$ cat src/rtl/des_pkg.sv
// Shared DES definitions: permutation and S-box tables, FSM state encoding and
// the table-driven helper functions used by the Feistel datapath.
package des_pkg;

    localparam int NUM_ROUNDS = 16;
    localparam int SUBKEY_W   = 48;

    typedef enum logic [1:0] {
        ST_IDLE  = 2'd0,
        ST_ROUND = 2'd1,
        ST_DONE  = 2'd2
    } des_state_e;

    // Tables use DES bit numbering: entry n names input bit n, bit 1 being the MSB.
    localparam logic [6:0] IP_T [64] = '{
        7'd58, 7'd50, 7'd42, 7'd34, 7'd26, 7'd18, 7'd10, 7'd2,  7'd60, 7'd52, 7'd44, 7'd36, 7'd28, 7'd20, 7'd12, 7'd4,
        7'd62, 7'd54, 7'd46, 7'd38, 7'd30, 7'd22, 7'd14, 7'd6,  7'd64, 7'd56, 7'd48, 7'd40, 7'd32, 7'd24, 7'd16, 7'd8,
        7'd57, 7'd49, 7'd41, 7'd33, 7'd25, 7'd17, 7'd9,  7'd1,  7'd59, 7'd51, 7'd43, 7'd35, 7'd27, 7'd19, 7'd11, 7'd3,
        7'd61, 7'd53, 7'd45, 7'd37, 7'd29, 7'd21, 7'd13, 7'd5,  7'd63, 7'd55, 7'd47, 7'd39, 7'd31, 7'd23, 7'd15, 7'd7};

    localparam logic [6:0] FP_T [64] = '{
        7'd40, 7'd8, 7'd48, 7'd16, 7'd56, 7'd24, 7'd64, 7'd32, 7'd39, 7'd7, 7'd47, 7'd15, 7'd55, 7'd23, 7'd63, 7'd31,
        7'd38, 7'd6, 7'd46, 7'd14, 7'd54, 7'd22, 7'd62, 7'd30, 7'd37, 7'd5, 7'd45, 7'd13, 7'd53, 7'd21, 7'd61, 7'd29,
        7'd36, 7'd4, 7'd44, 7'd12, 7'd52, 7'd20, 7'd60, 7'd28, 7'd35, 7'd3, 7'd43, 7'd11, 7'd51, 7'd19, 7'd59, 7'd27,
        7'd34, 7'd2, 7'd42, 7'd10, 7'd50, 7'd18, 7'd58, 7'd26, 7'd33, 7'd1, 7'd41, 7'd9,  7'd49, 7'd17, 7'd57, 7'd25};

    localparam logic [5:0] E_T [48] = '{
        6'd32, 6'd1,  6'd2,  6'd3,  6'd4,  6'd5,  6'd4,  6'd5,  6'd6,  6'd7,  6'd8,  6'd9,
        6'd8,  6'd9,  6'd10, 6'd11, 6'd12, 6'd13, 6'd12, 6'd13, 6'd14, 6'd15, 6'd16, 6'd17,
        6'd16, 6'd17, 6'd18, 6'd19, 6'd20, 6'd21, 6'd20, 6'd21, 6'd22, 6'd23, 6'd24, 6'd25,
        6'd24, 6'd25, 6'd26, 6'd27, 6'd28, 6'd29, 6'd28, 6'd29, 6'd30, 6'd31, 6'd32, 6'd1};

    localparam logic [5:0] P_T [32] = '{
        6'd16, 6'd7, 6'd20, 6'd21, 6'd29, 6'd12, 6'd28, 6'd17, 6'd1,  6'd15, 6'd23, 6'd26, 6'd5,  6'd18, 6'd31, 6'd10,
        6'd2,  6'd8, 6'd24, 6'd14, 6'd32, 6'd27, 6'd3,  6'd9,  6'd19, 6'd13, 6'd30, 6'd6,  6'd22, 6'd11, 6'd4,  6'd25};

    // Each S-box packs its 4x16 entries row-major, entry 0 in the top nibble.
    localparam logic [255:0] S_BOX [8] = '{
        256'hE4D12FB83A6C5907_0F74E2D1A6CB9538_41E8D62BFC973A50_FC8249175B3EA06D,
        256'hF18E6B34972DC05A_3D47F28EC01A69B5_0E7BA4D158C6932F_D8A13F42B67C05E9,
        256'hA09E63F51DC7B428_D709346A285ECBF1_D6498F30B12C5AE7_1AD069874FE3B52C,
        256'h7DE3069A1285BC4F_D8B56F03472C1AE9_A690CB7DF13E5284_3F06A1D8945BC72E,
        256'h2C417AB6853FD0E9_EB2C47D150FA3986_421BAD78F9C5630E_B8C71E2D6F09A453,
        256'hC1AF92680D34E75B_AF427C9561DE0B38_9EF528C3704A1DB6_432C95FABE17608D,
        256'h4B2EF08D3C975A61_D0B7491AE35C2F86_14BDC37EAF680592_6BD814A7950FE23C,
        256'hD2846FB1A93E50C7_1FD8A374C56B0E92_7B419CE206ADF358_21E74A8DFC90356B};

    function automatic logic [63:0] ip_perm(input logic [63:0] x);
        logic [63:0] y;
        y = 64'd0;
        for (int i = 0; i < 64; i++) begin
            y[63 - i] = x[6'(7'd64 - IP_T[i])];
        end
        return y;
    endfunction

    function automatic logic [63:0] fp_perm(input logic [63:0] x);
        logic [63:0] y;
        y = 64'd0;
        for (int i = 0; i < 64; i++) begin
            y[63 - i] = x[6'(7'd64 - FP_T[i])];
        end
        return y;
    endfunction

    function automatic logic [47:0] e_expand(input logic [31:0] x);
        logic [47:0] y;
        y = 48'd0;
        for (int i = 0; i < 48; i++) begin
            y[47 - i] = x[5'(6'd32 - E_T[i])];
        end
        return y;
    endfunction

    function automatic logic [31:0] p_perm(input logic [31:0] x);
        logic [31:0] y;
        y = 32'd0;
        for (int i = 0; i < 32; i++) begin
            y[31 - i] = x[5'(6'd32 - P_T[i])];
        end
        return y;
    endfunction

    // Outer bits select the row, inner four bits the column.
    function automatic logic [3:0] sbox(input logic [2:0] n, input logic [5:0] b);
        logic [255:0] t;
        t = S_BOX[n] << {b[5], b[0], b[4:1], 2'b00};
        return t[255:252];
    endfunction

endpackage

$ cat src/rtl/des_f.sv
// DES Feistel function: expand R, mix in the subkey, substitute through the
// eight S-boxes and apply the P permutation.
module des_f
    import des_pkg::*;
(
    input  logic [31:0]         r_i,
    input  logic [SUBKEY_W-1:0] k_i,
    output logic [31:0]         f_o
);

    logic [47:0] x_s;
    logic [31:0] s_s;

    // One full f(R, K) evaluation per cycle.
    always_comb begin
        x_s = e_expand(r_i) ^ k_i;
        s_s = 32'd0;
        for (int i = 0; i < 8; i++) begin
            s_s[31 - 4*i -: 4] = sbox(3'(i), x_s[47 - 6*i -: 6]);
        end
        f_o = p_perm(s_s);
    end

endmodule

$ cat src/rtl/des_decryption.sv
// Iterative DES decryption core: one Feistel round per clock, subkeys applied
// K16 first, plaintext registered and flagged with a single-cycle done pulse.
module des_decryption
    import des_pkg::*;
(
    input  logic                            clk,
    input  logic                            rst,
    input  logic                            start_i,
    input  logic [63:0]                     ciphertext_i,
    input  logic [NUM_ROUNDS*SUBKEY_W-1:0]  round_keys_i,
    output logic                            busy_o,
    output logic                            done_o,
    output logic [63:0]                     result_o
);

    des_state_e          state_q;
    logic [3:0]          cnt_q;
    logic [31:0]         l_q;
    logic [31:0]         r_q;
    logic [31:0]         l_d;
    logic [31:0]         r_d;
    logic [31:0]         f_s;
    logic [63:0]         ip_s;
    logic [SUBKEY_W-1:0] keys_q [NUM_ROUNDS];
    logic [SUBKEY_W-1:0] subkey_s;
    logic                busy_q;
    logic                done_q;
    logic [63:0]         result_q;

    // keys_q[c] holds K(16-c), so the round counter walks the schedule backwards.
    assign subkey_s = keys_q[cnt_q];

    des_f u_f (
        .r_i (r_q),
        .k_i (subkey_s),
        .f_o (f_s)
    );

    // Initial permutation of the incoming block and next Feistel half-blocks.
    always_comb begin
        ip_s = ip_perm(ciphertext_i);
        l_d  = r_q;
        r_d  = l_q ^ f_s;
    end

    // Control FSM with the round datapath and registered outputs.
    always_ff @(posedge clk or posedge rst) begin
        if (rst) begin
            state_q  <= ST_IDLE;
            cnt_q    <= 4'd0;
            l_q      <= 32'd0;
            r_q      <= 32'd0;
            busy_q   <= 1'b0;
            done_q   <= 1'b0;
            result_q <= 64'd0;
            for (int i = 0; i < NUM_ROUNDS; i++) begin
                keys_q[i] <= '0;
            end
        end else begin
            case (state_q)
                ST_IDLE: begin
                    done_q <= 1'b0;
                    if (start_i) begin
                        state_q    <= ST_ROUND;
                        busy_q     <= 1'b1;
                        cnt_q      <= 4'd0;
                        {l_q, r_q} <= ip_s;
                        for (int i = 0; i < NUM_ROUNDS; i++) begin
                            keys_q[i] <= round_keys_i[i*SUBKEY_W +: SUBKEY_W];
                        end
                    end else begin
                        busy_q <= 1'b0;
                    end
                end
                ST_ROUND: begin
                    l_q <= l_d;
                    r_q <= r_d;
                    // Last round: halves swap back before the final permutation.
                    if (cnt_q == 4'(NUM_ROUNDS - 1)) begin
                        state_q  <= ST_DONE;
                        busy_q   <= 1'b0;
                        done_q   <= 1'b1;
                        result_q <= fp_perm({r_d, l_d});
                    end else begin
                        cnt_q <= cnt_q + 4'd1;
                    end
                end
                ST_DONE: begin
                    state_q <= ST_IDLE;
                    done_q  <= 1'b0;
                end
                default: begin
                    state_q <= ST_IDLE;
                    busy_q  <= 1'b0;
                    done_q  <= 1'b0;
                end
            endcase
        end
    end

    assign busy_o   = busy_q;
    assign done_o   = done_q;
    assign result_o = result_q;

endmodule

$ cat config.mk
export PLATFORM = sky130hd
export DESIGN_NAME = des_decryption
export DESIGN_NICKNAME = d
export VERILOG_FILES = /design/src/rtl/des_pkg.sv /design/src/rtl/des_f.sv /design/src/rtl/des_decryption.sv
export SDC_FILE = /design/constraint.sdc
export NUM_CORES = 2
export LEC_CHECK = 0
export BUFFER_PORTS_ARGS = -buffer_cell sky130_fd_sc_hd__buf_2
export CAP_MARGIN = 20
export CORE_ASPECT_RATIO = 0.5
export CORE_MARGIN = 2
export CORE_UTILIZATION = 45
export CTS_CLUSTER_DIAMETER = 120
export DETAILED_ROUTE_END_ITERATION = 8
export PLACE_DENSITY = 0.67
export SYNTH_ARGS = -nofsm -noshare
export SYNTH_HDL_FRONTEND = slang
export SYNTH_SLANG_ARGS = --single-unit
$ cat constraint.sdc
create_clock -name clk -period 43.5 [get_ports clk]
set_input_delay 6.525 -clock clk [delete_from_list [all_inputs] [get_ports clk]]
set_output_delay 6.525 -clock clk [all_outputs]
set_load 0.01 [all_outputs]
Word-level counts from Yosys, hierarchy flattened
Cells that the tools add are included.

word-level totals
  register bits after elaboration = 904
  bits of input ports = 835
  output and inout bits = 66
  logic and storage cells = 69

cells by class
  add/subtract/negate cells = 1
  order comparisons = 1
  equal/unequal tests = 6
  shifts and indexed selects = 8
  muxes and demuxes = 18
  bitwise logic cells = 4
  reductions and logical operators = 8

operators by type and width
  kind                       count
  $shl A256 B8 Y256 const A  5
  $shl A255 B8 Y256 const A  2
  $shl A254 B8 Y256 const A  1
  $bmux W48 S4               1
  $pmux W32 S2               2
  $mux W48                   2
  $mux W32                   2
  $xor A48 B48 Y48           1
  $xor A32 B32 Y32           1
  $reduce_and A2 Y1          5
  $mux W4                    2
  $pmux W4 S2                1
  $ne A2 B2 Y1 const B       3
  $ge A5 B5 Y1 const B       1
  $not A4 Y5                 1
  $add A4 B1 Y4 const B      1
  $eq A4 B4 Y1 const B       1
  $mux W1                    4
  $mux W2                    2
  $pmux W2 S2                1
  $pmux W1 S3                1
  $reduce_and A3 Y1          1
  $eq A2 B1 Y1 const B       1
  $eq A2 B2 Y1 const B       1
  other kinds (3)            3

Logic depth before layout (Yosys ltp)
  depth in word-level cells = 8
  gate-level depth with buffers = 20
  mapped depth without buffers = 14

Hierarchy
A second synthesis with hierarchy kept.

second synthesis, totals
  cells, all modules = 3,235
  area, all modules = 46,372.0 sq um

by module, submodules not included
  module          instances  cells each  area an instance (sq um)  sequential area each (sq um)
  des_decryption  1          2,549       41,227.0                  22,621.7
  des_f           1          686         5,144.9                   0.0

Worst setup path before layout
No wires, ideal clock.

  path type = in2reg
  from = in start_i
  to = reg keys_q[327] (netlist bit)
  library setup time = 0.117 ns
  arrival = 8.020 ns
  slack = 35.363 ns
  stages on the path = 9
  path buffers = 4
  cells stage by stage = clkbuf_1 -> nor2_1 -> nor2_1 -> nand2_1 -> clkbuf_1 -> clkbuf_1 -> clkbuf_1 -> nand2_1 -> nand2_1

on the way
  word-level cells in the longest chain between the ends = 1

RTL lines
  item                            line                  RTL
  start: declaration              des_decryption.sv:8   input logic start_i,
  $reduce_and A2 Y1 (no line)     n/a
  end signal: indexed assignment  des_decryption.sv:69  keys_q[i] <= round_keys_i[i*SUBKEY_W +: SUBKEY_W];
  end: declaration                des_decryption.sv:24  logic [SUBKEY_W-1:0] keys_q [NUM_ROUNDS];

No other way between the ends.
A chain may end at the register's enable or synchronous reset.

Final worst setup path
  from = in start_i
  to = reg keys_q[742] (netlist bit)

Same word-level chain as after synthesis.

==> results.py <==
metrics = {
    "clocking": {
        "insertion_delay_ns": 0.71,
        "clk_pin_slew_worst_paths_ns": 0.06,
        "ctsResizeCount": 0,
        "clock_sinks": 904,
        "cts_max_path_buffers": 3,
        "postCtsSetupRepairBufs": 0,
        "root_buffer": "clkbuf_16",
        "cts_inserted_buffers": 87,
        "cts_tree": "built",
        "htreeDepth": 3,
        "hold_buffers": 0,
    },
    "detailed_routing": {
        "vias": 40600,
        "routed_wl_mm": 168,
        "vias_per_cell": 5.58,
        "ant_nets": 0,
        "post-route-drc-count": 0,
        "drtIter0Drc": 4410,
        "wl_per_cell_um": 23.1,
        "dr.pass1.iters": 7,
    },
    "floorplan": {
        "die_width_um": 457,
        "rows": 83,
        "ios": 901,
        "start_util": 0.452,
        "core_sq_mm": 0.102,
        "die_area_sq_mm": 0.105,
        "chipHeight_um": 231,
    },
    "setup_path": {
        "critical-path-slowest-cell": "buf_4",
        "cp_common_cell": "buf_4",
        "cp_cell_sequence": "buf_2 -> buf_4 -> nor2_1 -> nor2_2 -> nand2_4 -> buf_4 -> buf_4 -> buf_4 -> buf_4 -> nand2_1 -> nand2_1",
        "crit_family": "buffers and inverters",
        "startpoint_type": "input port",
        "end_kind": "flop",
        "max_stage_delay_ns": 0.91,
        "regToRegSetupSlack_ns": 37.55,
        "crit_fanout": 94,
        "crit_buf_inv": 6,
        "arrival_ns": 11.54,
        "required_ns": 44.13,
        "path_class": "in -> reg",
    },
    "placement": {
        "place_inst": 7038,
        "gp_congestion": 0.964,
        "dp_hpwl_mm": 124,
        "place_area_sq_mm": 0.0514,
        "port_buffers": 900,
    },
    "yosys": {
        "synth_mux_area_frac": 0.133,
        "syn_area_sq_mm": 0.0462,
        "synth_cells": 5046,
        "avgSynthCellArea_sq_um": 9.15,
        "yosysSeqAreaShare": 0.490,
        "yosys-top-cells-area": "dfrtp_1 49%, nand2_1 21%, mux4_2 8.7%",
        "mappedNetlistNets": 5928,
        "synth_fa_ha_area_frac": 0.0130,
        "synth_compound_area_frac": 0.0661,
        "synth.ff_latch_count": 904,
        "synth_top_area_share": 0.490,
        "synth_top_flop_cell": "dfrtp_1",
        "yosys.area_share.simple": 0.237,
        "synth_top_family_by_area": "simple AND/OR/NAND/NOR gates",
        "yosysWarnings": 0,
        "synth_top_area_cell": "dfrtp_1",
        "synth_most_common_cell": "nand2_1",
        "synth_common_cells": "2528 x nand2_1, 904 x dfrtp_1, 213 x clkbuf_1",
        "synth-edff-count": 0,
        "synth_cell_types": 90,
        "async_flop_share": 1.00,
        "synthXorXnorAreaFrac": 0.0246,
    },
    "final_layout": {
        "design_area_sq_mm": 0.0546,
        "n_fill_cell": 9423,
        "area_growth_pct": 18.4,
        "layout-drive-gt1-share": 0.234,
        "finalNetCount": 6655,
        "stdcell_count": 7273,
    },
    "flow_run": {
        "max-cap-violations": 0,
    },
    "timing": {
        "max_freq_mhz": 91.7,
        "worst_slew_pin_slew_ns": 1.24,
        "relSlewSlack": 0.151,
        "final_max_slew_viol_count": 0,
        "setup_viol": 0,
        "min_period_ns": 10.91,
        "hold_viol_final": 0,
        "rsz0062_at_grt": "no",
        "finalClockSkew_ns": 0.0259,
        "setup_tns_ns": 0,
        "finalCritPeriodShare": 0.251,
    },
    "global_route": {
        "track_usage": 0.314,
        "grt_pass1_wl_mm": 247,
        "grt_pass1_vias": 38900,
        "grt_max_degree": 256,
        "antenna_found_initial": 83,
        "globalRouteOverflowTotal": 0,
    },
    "run_status": {
        "outcome": "completed",
    },
    "min_path": {
        "hold_path.class": "reg -> reg",
    },
}
==> cells by family after synthesis <==
kind of cell	Yosys count
simple gates	2802
flops	904
mux	352
fa+ha+maj	48
buf+inv	370
compound gates	459
xor+xnor	111
==> worst register-to-register path, cell delays in order, from the launching register on <==
cell and delay, ns:
dfrtp_4 0.80, buf_12 0.53, mux4_2 0.74, mux2i_1 0.74, mux2i_1 0.29, xor2_1 0.67
inv_2 0.26, ha_1 0.29, nor2_1 0.28, a21oi_1 0.12, a22oi_1 0.19, nor3_1 0.09
a221oi_2 0.38, xnor2_1 0.18, mux2_4 0.28
==> layout by cell type, fill, tap and decap left out, types with 59 or more instances in the layout <==
master	instances
buf_2	900
dfrtp_1	900
clkbuf_16	88
o21ai_0	97
mux2i_1	126
a21oi_1	108
a22oi_1	67
nand2_1	2526
nor2_1	77
mux4_2	178
diode_2	72
buf_4	59
==> routing by layer <==
layer  track usage  wire, um  up-vias
met5             0        81        -
met4         0.159      8770       14
met3        0.0725     13600      390
met2         0.465     75800     1700
met1         0.434     70100    20300
li1              -         -    18200
==> sequential cells by signal (all words and copies together), names as in the netlist <==
name and flops:
busy_o 1, cnt_q 4, done_o 1, keys_q 768
l_d 32, l_q 32, result_o 64, state_q 2
==> area by class of cell <==
cell class / instances / area [sq um] / area share
flip-flops and latches: 904 / 22600 / 0.414
clock buffers: 126 / 2530 / 0.0464
multi-input cells: 3772 / 21900 / 0.401
diodes: 72 / 180 / 0.00330
inverters: 40 / 158 / 0.00288
clock inverters: 31 / 400 / 0.00733
well taps: 1360 / 1700 / 0.0311
repair buffers: 968 / 5140 / 0.0940
==> worst paths after layout <==
path / start / to / cells after the start
min reg2reg: keys_q[60]$_DFFE_PP0P_ / keys_q[60]$_DFFE_PP0P_ / 2
max: start_i / keys_q[742]$_DFFE_PP0P_ / 11
min: keys_q[60]$_DFFE_PP0P_ / keys_q[60]$_DFFE_PP0P_ / 2
max reg2reg: cnt_q[2]$_DFFE_PP0P_ / result_o[40]$_DFFE_PP0P_ / 14
min in group asynchronous: rst / result_o[13]$_DFFE_PP0P_ / 2
max in group asynchronous: rst / keys_q[429]$_DFFE_PP0P_ / 7
==> per-stage QoR <==
step | util | setup slack [ns] | hold WS (ns)
6_report | 0.535 | 32.59 | 0.470
5_1_grt | 0.535 | 32.24 | 0.486
4_1_cts | 0.532 | 32.68 | 0.471
3_5_place_dp | 0.503 | 31.94 | 0.455
3_3_place_gp | 0.503 | 32.00 | 0.449
2_1_floorplan | - | 11.56 | 0.437
Power is not shown: default switching activity piles up to over one toggle a cycle in this logic, so the estimate is an artifact.
